<file path="src/rtl/arb_pkg.sv">
// arb_pkg: shared types and constants for the rr_arb_ctrl round-robin arbiter.
// The hold-limit feature of rr_arb_ctrl is enabled by defining ARB_TIMEOUT_EN.
package arb_pkg;
  typedef enum logic {IDLE, GRANT} arb_state_e;
  localparam int N_REQ_DEF = 4;
  localparam int MAX_HOLD_DEF = 16;
  function automatic int idx_w(input int n);
    return (n > 1) ? $clog2(n) : 1;
  endfunction
endpackage

</file>
<file path="src/rtl/rr_pick.sv">
// rr_pick: combinational round-robin winner search starting at ptr.
// Rotates the request vector by ptr, picks the lowest set bit, then un-rotates.
module rr_pick
  import arb_pkg::*;
#(
  parameter  int N = N_REQ_DEF,
  localparam int W = idx_w(N)
) (
  input  logic [N-1:0] request,
  input  logic [W-1:0] ptr,
  output logic [W-1:0] winner,
  output logic         found
);
  logic [N-1:0] rot;
  logic [W-1:0] enc;
  int           sum;
  assign found = |request;
  always_comb begin
    rot = '0;
    for (int i = 0; i < N; i++) rot[i] = request[W'((i + int'(ptr)) % N)];
    enc = '0;
    for (int i = N - 1; i >= 0; i--) if (rot[i]) enc = W'(i);
    sum = int'(enc) + int'(ptr);
    winner = W'((sum >= N) ? sum - N : sum);
  end
endmodule

</file>
<file path="src/rtl/rr_arb_ctrl.sv">
// rr_arb_ctrl: round-robin arbiter with registered one-hot grant and release handshake.
// Define ARB_TIMEOUT_EN to add the MAX_HOLD hold limit and the timeout pulse.
module rr_arb_ctrl
  import arb_pkg::*;
#(
  parameter  int N_REQ    = N_REQ_DEF,
  parameter  int MAX_HOLD = MAX_HOLD_DEF,
  localparam int IW       = idx_w(N_REQ)
) (
  input  logic             clk,
  input  logic             rst_n,
  input  logic [N_REQ-1:0] request,
  input  logic [N_REQ-1:0] done,
  output logic [N_REQ-1:0] grant,
  output logic             grant_valid,
  output logic [IW-1:0]    grant_id,
  output logic             timeout
);
  arb_state_e       state_q, state_d;
  logic [N_REQ-1:0] grant_q, grant_d;
  logic [IW-1:0]    gid_q, gid_d, ptr_q, ptr_d, ptr_nxt, winner;
  logic             found, release_now, force_now, take, leave;

  rr_pick #(.N(N_REQ)) u_pick (
    .request(request),
    .ptr    (ptr_q),
    .winner (winner),
    .found  (found)
  );

  assign release_now = !request[gid_q] || done[gid_q];
  assign ptr_nxt     = (int'(gid_q) == N_REQ - 1) ? '0 : gid_q + 1'b1;
  assign take        = (state_q == IDLE) && found;
  assign leave       = (state_q == GRANT) && (release_now || force_now);

  always_ff @(posedge clk or negedge rst_n) begin
    if (!rst_n) begin
      state_q <= IDLE;
      grant_q <= '0;
      gid_q   <= '0;
      ptr_q   <= '0;
    end else begin
      state_q <= state_d;
      grant_q <= grant_d;
      gid_q   <= gid_d;
      ptr_q   <= ptr_d;
    end
  end

  always_comb begin
    state_d = (state_q == IDLE) ? (found ? GRANT : IDLE) : (leave ? IDLE : GRANT);
  end

  always_comb begin
    grant_d = leave ? '0 : take ? (N_REQ'(1) << winner) : grant_q;
    gid_d   = leave ? '0 : take ? winner : gid_q;
    ptr_d   = leave ? ptr_nxt : ptr_q;
  end

`ifdef ARB_TIMEOUT_EN
  localparam int HW = $clog2(MAX_HOLD);
  logic [HW-1:0] cnt_q, cnt_d;
  logic          to_q, to_d;
  assign force_now = cnt_q == HW'(MAX_HOLD - 1);
  always_ff @(posedge clk or negedge rst_n) begin
    if (!rst_n) begin
      cnt_q <= '0;
      to_q  <= 1'b0;
    end else begin
      cnt_q <= cnt_d;
      to_q  <= to_d;
    end
  end
  // a release that coincides with the limit is a normal release, not a timeout
  always_comb begin
    cnt_d = take ? '0 : (state_q == GRANT && !leave && cnt_q != '1) ? cnt_q + 1'b1 : cnt_q;
    to_d  = leave && !release_now;
  end
  assign timeout = to_q;
`else
  assign force_now = 1'b0;
  // constant 0: without the hold limit MAX_HOLD has no effect
  assign timeout = MAX_HOLD < 0;
`endif

  assign grant       = grant_q;
  assign grant_valid = |grant_q;
  assign grant_id    = gid_q;
endmodule
</file>
<file path="config.mk">
export PLATFORM = sky130hd
export DESIGN_NAME = rr_arb_ctrl
export DESIGN_NICKNAME = d
export VERILOG_FILES = /design/src/rtl/arb_pkg.sv /design/src/rtl/rr_pick.sv /design/src/rtl/rr_arb_ctrl.sv
export SDC_FILE = /design/constraint.sdc
export NUM_CORES = 1
export LEC_CHECK = 0
export CAP_MARGIN = 20
export CORE_MARGIN = 10
export CORE_UTILIZATION = 48
export DETAILED_ROUTE_END_ITERATION = 10
export PLACE_DENSITY = 0.9
export SLEW_MARGIN = 20
export SYNTH_ARGS = -nofsm -noshare
export SYNTH_HDL_FRONTEND = slang
export SYNTH_SLANG_ARGS = --single-unit
</file>
<file path="constraint.sdc">
create_clock -name clk -period 3.66 [get_ports clk]
set_clock_uncertainty 0.15 [all_clocks]
set_input_delay 0.549 -clock clk [delete_from_list [all_inputs] [get_ports clk]]
set_output_delay 0.549 -clock clk [all_outputs]
set_load 0.02 [all_outputs]
</file>
==> results of run 1 <==
==> sequential cells by signal, summed over array words and instances, names as in the netlist <==
signal	flops
ptr_q	2
grant	4
state_q	1
grant_id	2
==> synthesized netlist by cell type <==
master,count
sky130_fd_sc_hd__dfrtp_1,9
sky130_fd_sc_hd__nand2_1,6
sky130_fd_sc_hd__a21oi_1,4
sky130_fd_sc_hd__nor2_1,4
sky130_fd_sc_hd__a22o_1,3
sky130_fd_sc_hd__nor3_1,3
sky130_fd_sc_hd__a211oi_1,2
sky130_fd_sc_hd__and3b_1,2
sky130_fd_sc_hd__buf_6,2
sky130_fd_sc_hd__ha_1,2
sky130_fd_sc_hd__inv_1,2
sky130_fd_sc_hd__mux2_1,2
sky130_fd_sc_hd__o2bb2ai_1,2
sky130_fd_sc_hd__a21oi_2,1
sky130_fd_sc_hd__a32o_2,1
sky130_fd_sc_hd__buf_4,1
sky130_fd_sc_hd__conb_1,1
sky130_fd_sc_hd__mux2i_1,1
sky130_fd_sc_hd__nand2b_1,1
sky130_fd_sc_hd__nor2b_1,1
sky130_fd_sc_hd__nor3b_1,1
sky130_fd_sc_hd__nor3b_2,1
sky130_fd_sc_hd__nor4_2,1
sky130_fd_sc_hd__o211ai_1,1
sky130_fd_sc_hd__o21ai_0,1
sky130_fd_sc_hd__o21ai_1,1
sky130_fd_sc_hd__o221ai_1,1
sky130_fd_sc_hd__o31ai_2,1
sky130_fd_sc_hd__o32ai_1,1
sky130_fd_sc_hd__or3_1,1
sky130_fd_sc_hd__or4_1,1
sky130_fd_sc_hd__xnor2_1,1
sky130_fd_sc_hd__xnor2_2,1
==> cell usage in the layout (no fill, tap or decap), types with 2 or more instances in the layout <==
| cell type | count |
|---|---|
| sky130_fd_sc_hd__a21oi_1 | 4 |
| sky130_fd_sc_hd__and3b_1 | 2 |
| sky130_fd_sc_hd__mux2_1 | 2 |
| sky130_fd_sc_hd__o2bb2ai_1 | 2 |
| sky130_fd_sc_hd__inv_1 | 2 |
| sky130_fd_sc_hd__nand2_1 | 6 |
| sky130_fd_sc_hd__a22o_1 | 3 |
| sky130_fd_sc_hd__ha_1 | 2 |
| sky130_fd_sc_hd__dfrtp_1 | 9 |
| sky130_fd_sc_hd__nor2_1 | 4 |
| sky130_fd_sc_hd__nor3_1 | 3 |
| sky130_fd_sc_hd__a211oi_1 | 2 |
| sky130_fd_sc_hd__clkbuf_4 | 3 |
| sky130_fd_sc_hd__clkdlybuf4s50_1 | 16 |
==> per-stage QoR <==
| step | std cells | setup slack (ns) | cell area [um^2] | util [%] | hold WS, ns |
|---|---|---|---|---|---|
| 4_1_cts | 94 | 1.024 | 798.3 | 68.16 | 0.3735 |
| 6_report | 94 | 1.010 | 798.3 | 68.16 | 0.3679 |
| 2_1_floorplan | 63 | 1.498 | 624.3 | - | 0.1034 |
| 5_1_grt | 94 | 0.8411 | 798.3 | 68.16 | 0.3888 |
| 3_5_place_dp | 90 | 0.7459 | 772.0 | 65.92 | 0.3604 |
| 3_3_place_gp | 90 | 0.8198 | 772.0 | 65.92 | 0.3469 |
==> power by group <==
group | internal, W | total [W] | switching, W
logic | 0.000183 | 0.000362 | 0.000179
registers | 0.000140 | 0.000204 | 0.0000636
clock network | 0.0000420 | 0.0000760 | 0.0000341
total | 0.000365 | 0.000642 | 0.000277
==> worst register-to-register path, cell delays in order (launching register included) <==
cell,delay (ns)
sky130_fd_sc_hd__dfrtp_1,0.54
sky130_fd_sc_hd__nand2_1,0.10
sky130_fd_sc_hd__a21oi_1,0.16
sky130_fd_sc_hd__nor2_1,0.06
sky130_fd_sc_hd__a211oi_1,0.21
sky130_fd_sc_hd__a21oi_1,0.07
sky130_fd_sc_hd__ha_1,0.20
sky130_fd_sc_hd__xnor2_1,0.23
sky130_fd_sc_hd__xnor2_2,0.15
sky130_fd_sc_hd__a32o_2,0.28
==> path summary, 6_finish.rpt <==
path	from	to	slack, ns	cells after the start
setup / recovery	request[2]	grant[3]	1.01	10
hold / removal	grant[3]	grant[3]	0.37	1
setup reg to reg	ptr_q[1]	grant[3]	1.41	9
hold reg to reg	grant[3]	grant[3]	0.37	1
max in group asynchronous	rst_n	ptr_q[1]	2.66	1
min in group asynchronous	rst_n	grant_id[1]	0.42	1
==> routing by layer <==
metal  vias up  GRT usage, %
met5         -             0
met4         0         2.730
met3         4         6.150
met2        24         14.33
met1       252         9.873
li1        273             -
==> logic make-up after synthesis <==
family          after synthesis
fa+ha+maj                     2
flops                         9
xor+xnor                      2
compound gates               19
buf+inv                       5
other cells                   1
mux                           3
simple gates                 22
==> area by class of cell <==
cell class                      instances  share of cell area, %
Inverter                                2                 0.9404
Sequential cell                         9                  28.21
Clock buffer                            4                  3.292
Multi-Input combinational cell         49                  45.30
Tap cell                               14                  2.194
Timing Repair Buffer                   16                  20.06
==> impl_summary.log, run 1 <==
[metrics] status: complete, no violations
[metrics] Final ANT Viol Nets: 0
[metrics] kind of end point of the critical path: register
[metrics] die span in x: 56.07 um
[metrics] Port Buf Inserts: 16
[metrics] DR vias: 553
[metrics] cell area after synthesis: 624.3 um^2
[metrics] adder and majority cell fraction of the synthesized area: 4.008%
[metrics] Avg Synthesized Cell Area: 9.910 um^2
[metrics] mux cell area share after synthesis: 5.210%
[metrics] total number of clock tree sinks: 9
[metrics] floorplan core area: 1171 um^2
[metrics] met3 wire len: 130 um
[metrics] DRT Pass-1 Iters: 4
[metrics] total length of routed wires: 1.458 mm
[metrics] aggregate global-route resource usage: 9.218%
[metrics] weighted congestion at the end of routability-driven global placement: 0.8039
[metrics] Post-CTS Hold Fix Bufs: 0
[metrics] parity-gate share of the synthesized area counting xor and xnor cells: 4.008%
[metrics] Most Frequent Cell on Critical Path: sky130_fd_sc_hd__a21oi_1
[metrics] final-stage net count: 93
[metrics] post-synthesis compound-gate area fraction: 23.45%
[metrics] routed via count divided by cell count: 5.883
[metrics] fraction of synthesized cell area taken by the top area cell type: 36.07%
[metrics] critical path fanouts, max: 8
[metrics] number of buffers created by CTS: 3
[metrics] Final HPWL DP: 1.154 mm
[metrics] count of antenna diodes in the layout: 0
[metrics] met2 WL: 706 um
[metrics] antenna violations before repair: 0
[metrics] maximum VDD drop: 499.6 uV
[metrics] shortest clock period the worst path allows after layout: 2.650 ns
[metrics] Final TNS setup: 0 ns
[metrics] Worst setup SP type: input port
[metrics] critical path's top delay family: compound AO/OA/AOI/OAI gates
[metrics] Design Power: 0.0006422 W
[metrics] Fmax: 0.3774 GHz
[metrics] 1st-iter DRT viols: 16
[metrics] clock root cell: sky130_fd_sc_hd__clkbuf_4
[metrics] buffers inserted during post-CTS setup optimization: 0
[metrics] clock insertion delay at the later pin of the skew report: 0.27 ns
[metrics] post-synthesis share of cell area spent on and, or, nand and nor gates: 20.64%
[metrics] number of buffers between clock root and the deepest sink: 2
[metrics] # fillers: 84
[metrics] unrepaired setup endpoints after global routing: no
[metrics] final setup vio count: 0
[metrics] Static Leakage: 0.3353 nW
[metrics] Met1 Routed Length: 602 um
[metrics] number of distinct library cells after synthesis: 33
[metrics] wire length of the first global-routing pass: 2.339 mm
[metrics] P per Cell Area: 804.5 nW/um^2
[metrics] biggest cell delay along the critical path: 0.65 ns
[metrics] warning count from the yosys run: 0
[metrics] Setup CP Type: input port to register
[metrics] maximum number of pins on one net before global-route repair: 12
[metrics] top metal layer carrying routed signals: met4
[metrics] number of H-tree levels: 1
[metrics] vias in the first global route: 511
[metrics] largest area contributor in the netlist: sky130_fd_sc_hd__dfrtp_1
[metrics] area of the die: 3143 um^2
[metrics] Max stage delay cell, worst path: sky130_fd_sc_hd__clkdlybuf4s50_1
[metrics] average routed wire per standard cell: 15.51 um
[metrics] Starting Density: 53.31%
[metrics] arrival time at the worst endpoint: 2.65 ns
[metrics] Critical Path, Cell by Cell: clkdlybuf4s50_1 > nand2_1 > a21oi_1 > nor2_1 > a211oi_1 > a21oi_1 > ha_1 > xnor2_1 > xnor2_2 > a32o_2
[metrics] Critical Path RT: 3.66 ns
[metrics] area of the multi-input gates: 361.6 um^2
[metrics] max-capacitance violation count: 0
[metrics] vertical die dimension: 56.07 um
[metrics] synth-to-layout area growth: 27.86%
[metrics] Final Hold Violating Endpoints: 0
[metrics] fraction of layout cells with a size suffix above 1: 11.25%
[metrics] combinational family with the most area after synthesis: compound AO/OA/AOI/OAI gates
[metrics] sequential area share after synthesis: 36.07%
[metrics] area taken by flip-flops and latches: 225.2 um^2
[metrics] IO Count: 18
[metrics] period utilization: 72.40%
[metrics] number of pins exceeding their max-slew limit in the final report: 0
[metrics] worst min path class: register to register
[metrics] post-synthesis cell count: 63
[metrics] worst path bufs/invs: 1
[metrics] number of synthesized register bits: 9
[metrics] CTS tree: done
[metrics] Synthesized Nets: 75
[metrics] residual overflow from global routing: 0
[metrics] row count: 12
[metrics] largest cells by area after synthesis: sky130_fd_sc_hd__dfrtp_1, sky130_fd_sc_hd__a22o_1, sky130_fd_sc_hd__ha_1
[metrics] clock slew at the register clock pins of the worst setup and hold paths: 0.05 ns
[metrics] DRC viols: 0
[metrics] cells resized by post-CTS repair: 0
(Power assumes the default switching activity.)
==> inputs of run 2 (changes only) <==
Settings changed: CORE_UTILIZATION 48 to 45, PLACE_DENSITY 0.9 to 0.85.
Clock period 3.66 ns to 2.53 ns, I/O delays scaled along.
==> run 2 against run 1 <==
Die area grew 4.3%. Routed wire length grew 5.9%. Critical path type unchanged. Clock power grew 42%. Total power grew 49%.
==> impl_summary.log, run 2 (synthesis gave the netlist of run 1 again) <==
[metrics] Clock Power Share: 11.3% (-0.5 points)
[metrics] period utilization: 93.47%
[metrics] internal power: 0.0005488 W (+50%)
[metrics] Setup CP Type: input port to register
[metrics] number of H-tree levels: 1 (unchanged)
[metrics] biggest cell delay along the critical path: 0.54 ns (-0.11 ns)
[metrics] shortest clock period the worst path allows after layout: 2.365 ns
[metrics] Port Buf Inserts: 16 (unchanged)
[metrics] wire length of the first global-routing pass: 2.656 mm (+14%)
[metrics] Final HPWL DP: 1.207 mm (+4.6%)
[metrics] clock slew at the register clock pins of the worst setup and hold paths: 0.06 ns (about the same)
[metrics] count of antenna diodes in the layout: 0 (unchanged)
[metrics] number of flip-flops in the largest register: 4 (unchanged)
[metrics] die span in x: 57.25 um (+2.1%)
[metrics] pre-CTS setup slack: -0.1070 ns (-0.8529 ns)
[metrics] buffers inserted during post-CTS setup optimization: 0 (unchanged)
[metrics] critical path fanouts, max: 5 (-3)
[metrics] clock root cell: sky130_fd_sc_hd__clkbuf_4
[metrics] vertical die dimension: 57.25 um (+2.1%)
[metrics] number of buffers created by CTS: 3 (unchanged)
[metrics] leading cell types in the layout, fill and taps excluded: sky130_fd_sc_hd__clkdlybuf4s50_1, sky130_fd_sc_hd__dfrtp_1, sky130_fd_sc_hd__nand2_1, sky130_fd_sc_hd__buf_4
[metrics] maximum VDD drop: 615.5 uV (+23%)
[metrics] post-route design area: 844.6 um^2 (+5.8%)
[metrics] kind of end point of the critical path: register
[metrics] total length of routed wires: 1.544 mm (+5.9%)
[metrics] reg-to-reg critical path startpoint: ptr_q[1]
[metrics] number of buffers between clock root and the deepest sink: 2 (unchanged)
[metrics] net switching power: 0.0004098 W (+48%)
[metrics] unrepaired setup endpoints after global routing: no
[metrics] Worst setup SP type: input port
[metrics] residual overflow from global routing: 0 (unchanged)
[metrics] Design Power: 0.0009585 W (+49%)
[metrics] Static Leakage: 0.3641 nW (+8.6%)
[metrics] cells resized by post-CTS repair: 0 (unchanged)
[metrics] weighted congestion at the end of routability-driven global placement: 0.8231 (+2.4%)
[metrics] routed via count divided by cell count: 5.752 (-2.2%)
[metrics] Fmax: 0.4229 GHz
[metrics] placement-stage cell area: 818.3 um^2 (+6.0%)
[metrics] DR vias: 581 (+5.1%)
[metrics] status: complete, no violations
[metrics] placed cells: 97 (+7.8%)
[metrics] sequential share of power: 30.8% (-1.0 points)
[metrics] # fillers: 117 (+39%)
[metrics] Starting Density: 47.98% (-5.3 points)
[metrics] DRT Pass-1 Iters: 4 (unchanged)
[metrics] Post-CTS Hold Fix Bufs: 0 (unchanged)
[metrics] vias in the first global route: 581 (+14%)
[metrics] DRC viols: 0 (unchanged)
[metrics] Final ANT Viol Nets: 0 (unchanged)
[metrics] post-route setup slack: 0.1652 ns (-0.8449 ns)
[metrics] antenna violations before repair: 0 (unchanged)
[metrics] CTS tree: done
[metrics] number of pins exceeding their max-slew limit in the final report: 0 (unchanged)
[metrics] synth-to-layout area growth: 35.27%
[metrics] 1st-iter DRT viols: 12 (-4)
[metrics] total number of clock tree sinks: 9 (unchanged)
[metrics] arrival time at the worst endpoint: 2.36 ns (-0.29 ns)
[metrics] fraction of layout cells with a size suffix above 1: 17.44% (+6.2 points)
[metrics] Critical Path, Cell by Cell: clkdlybuf4s50_1 > inv_1 > o21ai_0 > a21oi_1 > a21oi_1 > a21oi_1 > ha_1 > xnor2_1 > xnor2_2 > a32o_2
[metrics] IO Count: 18 (unchanged)
[metrics] area of the die: 3278 um^2 (+4.3%)
[metrics] worst min path class: input port to asynchronous set/reset pin
[metrics] final setup vio count: 0 (unchanged)
[metrics] average routed wire per standard cell: 15.29 um (-1.4%)
[metrics] Final Hold Violating Endpoints: 0 (unchanged)
[metrics] row count: 13 (+1)
[metrics] relative contribution of combinational cells to total power: 57.9% (+1.5 points)
[metrics] critical path's top delay family: compound AO/OA/AOI/OAI gates
[metrics] non-filler instance count after layout: 101 (+7.4%)
[metrics] maximum number of pins on one net before global-route repair: 12 (unchanged)
[metrics] most common library cell in the layout ignoring fill and taps: sky130_fd_sc_hd__clkdlybuf4s50_1
[metrics] Most Frequent Cell on Critical Path: sky130_fd_sc_hd__a21oi_1
[metrics] switching part of the total power: 42.75% (-0.40 points)
[metrics] worst path bufs/invs: 2 (+1)
[metrics] clock insertion delay at the later pin of the skew report: 0.26 ns (about the same)
[metrics] final-stage net count: 99 (+6.5%)
[metrics] floorplan core area: 1301 um^2 (+11%)
[metrics] max-capacitance violation count: 0 (unchanged)
[metrics] Max stage delay cell, worst path: sky130_fd_sc_hd__clkdlybuf4s50_1
[metrics] Critical Path Source: request[1]
[metrics] Critical Path RT: 2.53 ns (-1.13 ns)
[metrics] P per Cell Area: 1135 nW/um^2 (+41%)
[metrics] aggregate global-route resource usage: 9.579% (+0.36 points)
==> run 2: changes by cell type in the layout (fill, tap and decap cells not counted) <==
cell and delta:
sky130_fd_sc_hd__buf_4 +6
==> run 2: metrics by stage <==
step	util, %	hold slack [ns]	TNS [ns]
after floorplan	-	-0.06609	0
after global placement	62.88	0.3566	-0.01212
after detailed placement	62.88	0.3565	-0.1452
after CTS	64.90	0.2699	0
after global routing	64.90	0.2655	0
final	64.90	0.2603	0
==> run 2: area by class of cell <==
cell class                 count  area [um^2]  share of cell area, %
multi-input combinational     49        361.6                  42.81
sequential                     9        225.2                  26.67
timing repair buffer          22        205.2                  24.30
clock buffer                   4        26.28                  3.111
tap                           15        18.77                  2.222
inverter                       2        7.507                 0.8889
==> run 2: path summary, 6_finish.rpt <==
check | endpoint | slack [ns] | cells after the start
worst min register to register | grant[0] | 0.38 | 1
worst min-delay path | grant[2] | 0.26 | 1
worst max-delay path | grant[3] | 0.17 | 10
worst max register to register | grant[3] | 0.27 | 9
max in group asynchronous | ptr_q[1] | 1.68 | 1
min in group clk | grant[0] | 0.38 | 1
==> run 2: layer usage <==
metal | track usage, % | vias up | share of wire, %
met2 | 14.73 | 25 | 46
met1 | 11.54 | 272 | 43
met5 | 0 | - | 0
li1 | - | 282 | -
met4 | 3.020 | 0 | 0.58
met3 | 4.425 | 2 | 10
==> run 2: power groups by stage <==
stage               Sequential (W)  Combinational, W  Clock (W)
detailed placement        0.000294          0.000549          0
global placement          0.000291          0.000539          0
finish                    0.000296          0.000555   0.000108
floorplan                 0.000298          0.000368          0
CTS                       0.000293          0.000559   0.000113
global route              0.000306          0.000613   0.000123
==> inputs of run 3 (changes only) <==
Settings changed: GPL_TIMING_DRIVEN from default to 0.
==> run 3 against run 2 <==
Utilization is 1.5 points lower. Flip-flop and latch count unchanged. Critical endpoint is now grant_valid. Routed wire length decreased by 3.7%.
==> impl_summary.log, run 3 (synthesis gave the netlist of run 1 again) <==
[metrics] Worst setup SP type: register
[metrics] biggest cell delay along the critical path: 0.57 ns (+0.03 ns)
[metrics] clock root cell: sky130_fd_sc_hd__clkbuf_4
[metrics] average routed wire per standard cell: 15.33 um (+0.28%)
[metrics] synth-to-layout area growth: 32.06%
[metrics] Crit Reg-Reg Endpoint: grant[3]
[metrics] area taken by flip-flops and latches: 225.2 um^2 (unchanged)
[metrics] Final HPWL DP: 1.112 mm (-7.8%)
[metrics] area of the die: 3278 um^2 (unchanged)
[metrics] total number of clock tree sinks: 9 (unchanged)
[metrics] reg-to-reg critical path startpoint: ptr_q[1]
[metrics] sequential share of power: 29.0% (-1.8 points)
[metrics] Port Buf Inserts: 15 (-1)
[metrics] final setup vio count: 0 (unchanged)
[metrics] weighted congestion at the end of routability-driven global placement: 0.8019 (-2.6%)
[metrics] row count: 13 (unchanged)
[metrics] number of flip-flops in the largest register: 4 (unchanged)
[metrics] max-capacitance violation count: 0 (unchanged)
[metrics] Critical Path RT: 2.00 ns (-0.53 ns)
[metrics] arrival time at the worst endpoint: 1.76 ns (-0.60 ns)
[metrics] DR vias: 560 (-3.6%)
[metrics] relative contribution of combinational cells to total power: 59.5% (+1.6 points)
[metrics] P per Cell Area: 1155 nW/um^2 (+1.7%)
[metrics] placement-stage cell area: 793.3 um^2 (-3.1%)
[metrics] Final Hold Violating Endpoints: 0 (unchanged)
[metrics] Max stage delay cell, worst path: sky130_fd_sc_hd__clkdlybuf4s50_1
[metrics] pre-CTS setup slack: -0.2089 ns (-0.1019 ns)
[metrics] worst min path class: input port to asynchronous set/reset pin
[metrics] count of antenna diodes in the layout: 0 (unchanged)
[metrics] final standard cell utilization of the core: 63.37% (-1.5 points)
[metrics] IO Count: 18 (unchanged)
[metrics] number of H-tree levels: 1 (unchanged)
[metrics] post-route design area: 824.5 um^2 (-2.4%)
[metrics] floorplan core area: 1301 um^2 (unchanged)
[metrics] period utilization: 90.59% (-2.9 points)
[metrics] slack of the worst reg-to-reg path: 0.36 ns (+0.09 ns)
[metrics] number of buffers between clock root and the deepest sink: 2 (unchanged)
[metrics] Fin Hold WS: 0.2591 ns (-0.001139 ns)
[metrics] critical path fanouts, max: 3 (-2)
[metrics] maximum VDD drop: 711.0 uV (+16%)
[metrics] Static Leakage: 0.3672 nW (+0.86%)
[metrics] leading cell types in the layout, fill and taps excluded: sky130_fd_sc_hd__clkdlybuf4s50_1, sky130_fd_sc_hd__dfrtp_1, sky130_fd_sc_hd__nand2_1
[metrics] net switching power: 0.0004085 W (-0.31%)
[metrics] residual overflow from global routing: 0 (unchanged)
[metrics] DRT Pass-1 Iters: 4 (unchanged)
[metrics] die span in x: 57.25 um (unchanged)
[metrics] clock insertion delay at the later pin of the skew report: 0.26 ns (about the same)
[metrics] kind of end point of the critical path: primary output
[metrics] most common library cell in the layout ignoring fill and taps: sky130_fd_sc_hd__clkdlybuf4s50_1
[metrics] vias in the first global route: 567 (-2.4%)
[metrics] number of pins exceeding their max-slew limit in the final report: 0 (unchanged)
[metrics] status: complete, no violations
[metrics] 1st-iter DRT viols: 11 (-1)
[metrics] DRC viols: 0 (unchanged)
[metrics] total length of routed wires: 1.487 mm (-3.7%)
[metrics] Design Power: 0.0009522 W (-0.66%)
[metrics] internal power: 0.0005437 W (-0.92%)
[metrics] Post-CTS Hold Fix Bufs: 0 (unchanged)
[metrics] switching part of the total power: 42.90% (+0.15 points)
[metrics] cell count of the worst reg-to-reg path: 10 (+1)
[metrics] vertical die dimension: 57.25 um (unchanged)
[metrics] Starting Density: 47.98% (unchanged)
[metrics] unrepaired setup endpoints after global routing: no
[metrics] post-route setup slack: 0.2380 ns (+0.07276 ns)
[metrics] number of buffers created by CTS: 3 (unchanged)
[metrics] antenna violations before repair: 0 (unchanged)
[metrics] shortest clock period the worst path allows after layout: 2.292 ns (-0.07276 ns)
[metrics] Setup CP Type: register to primary output
[metrics] fraction of layout cells with a size suffix above 1: 14.63% (-2.8 points)
[metrics] clock slew at the register clock pins of the worst setup and hold paths: 0.06 ns (about the same)
[metrics] CTS tree: done
[metrics] routed via count divided by cell count: 5.773 (+0.36%)
[metrics] # fillers: 123 (+5.1%)
[metrics] aggregate global-route resource usage: 9.281% (-0.30 points)
[metrics] area of the multi-input gates: 361.6 um^2 (unchanged)
[metrics] Critical Path, Cell by Cell: or4_1 > clkdlybuf4s50_1
[metrics] Clock Power Share: 11.5% (+0.2 points)
[metrics] Final ANT Viol Nets: 0 (unchanged)
[metrics] Fmax: 0.4363 GHz (+3.2%)
[metrics] wire length of the first global-routing pass: 2.553 mm (-3.9%)
[metrics] maximum number of pins on one net before global-route repair: 11 (-1)
[metrics] final-stage net count: 95 (-4.0%)
[run 3: cell count changes in the layout (fill, tap and decap cells not counted)]
| cell | change |
|---|---|
| sky130_fd_sc_hd__buf_4 | -5 |
| sky130_fd_sc_hd__clkdlybuf4s50_1 | -3 |
| sky130_fd_sc_hd__buf_6 | +2 |
| sky130_fd_sc_hd__dlymetal6s2s_1 | +2 |
[run 3: through the flow]
step	std cells	TNS (ns)
finish	97	0
global route	97	0
CTS	97	0
detailed placement	93	-0.6924
global placement	93	-0.4770
floorplan	63	0
[run 3: routing by layer]
metal | vias to the layer above | routed length, um | global-route usage, %
met5 | - | 0 | 0
met4 | 0 | 9 | 4.027
met3 | 2 | 153 | 4.204
met2 | 14 | 682 | 14.88
met1 | 272 | 641 | 10.33
li1 | 272 | - | -
[run 3: worst max path at each step]
stage                from          end  cells past startpoint
6_report         grant[0]  grant_valid                      2
5_1_grt        request[0]     grant[3]                      9
4_1_cts        request[3]     grant[3]                     10
3_5_place_dp   request[2]     grant[3]                     10
3_3_place_gp   request[2]     grant[3]                     10
2_1_floorplan    ptr_q[1]     grant[3]                     10
[run 3: cell type report]
| class | instances | share of cell area, % |
|---|---|---|
| Multi-Input combinational cell | 49 | 43.85 |
| Sequential cell | 9 | 27.31 |
| Timing Repair Buffer | 15 | 18.82 |
| Buffer | 3 | 3.642 |
| Clock buffer | 4 | 3.187 |
| Tap cell | 15 | 2.276 |
| Inverter | 2 | 0.9105 |
[run 3: repair_timing]
item                                    CTS  global route
setup buffers                             0             0
endpoints found under the hold margin     0             0
resized for setup                         0             2
endpoints found under the setup margin    0             5
[run 3: worst max-delay path, delay by kind of cell (launching register included)]
| kind | cells | cell delay (ns) |
|---|---|---|
| flip-flops | 1 | 0.40 |
| buffers and inverters | 1 | 0.57 |
| AND/OR/NAND/NOR | 1 | 0.54 |
[run 3: power by group through the flow]
stage | sequential [W] | combinational (W) | clock, W
finish | 0.000276 | 0.000566 | 0.000110
global route | 0.000287 | 0.000621 | 0.000120
CTS | 0.000275 | 0.000571 | 0.000113
detailed placement | 0.000277 | 0.000565 | 0
global placement | 0.000273 | 0.000556 | 0
floorplan | 0.000298 | 0.000368 | 0
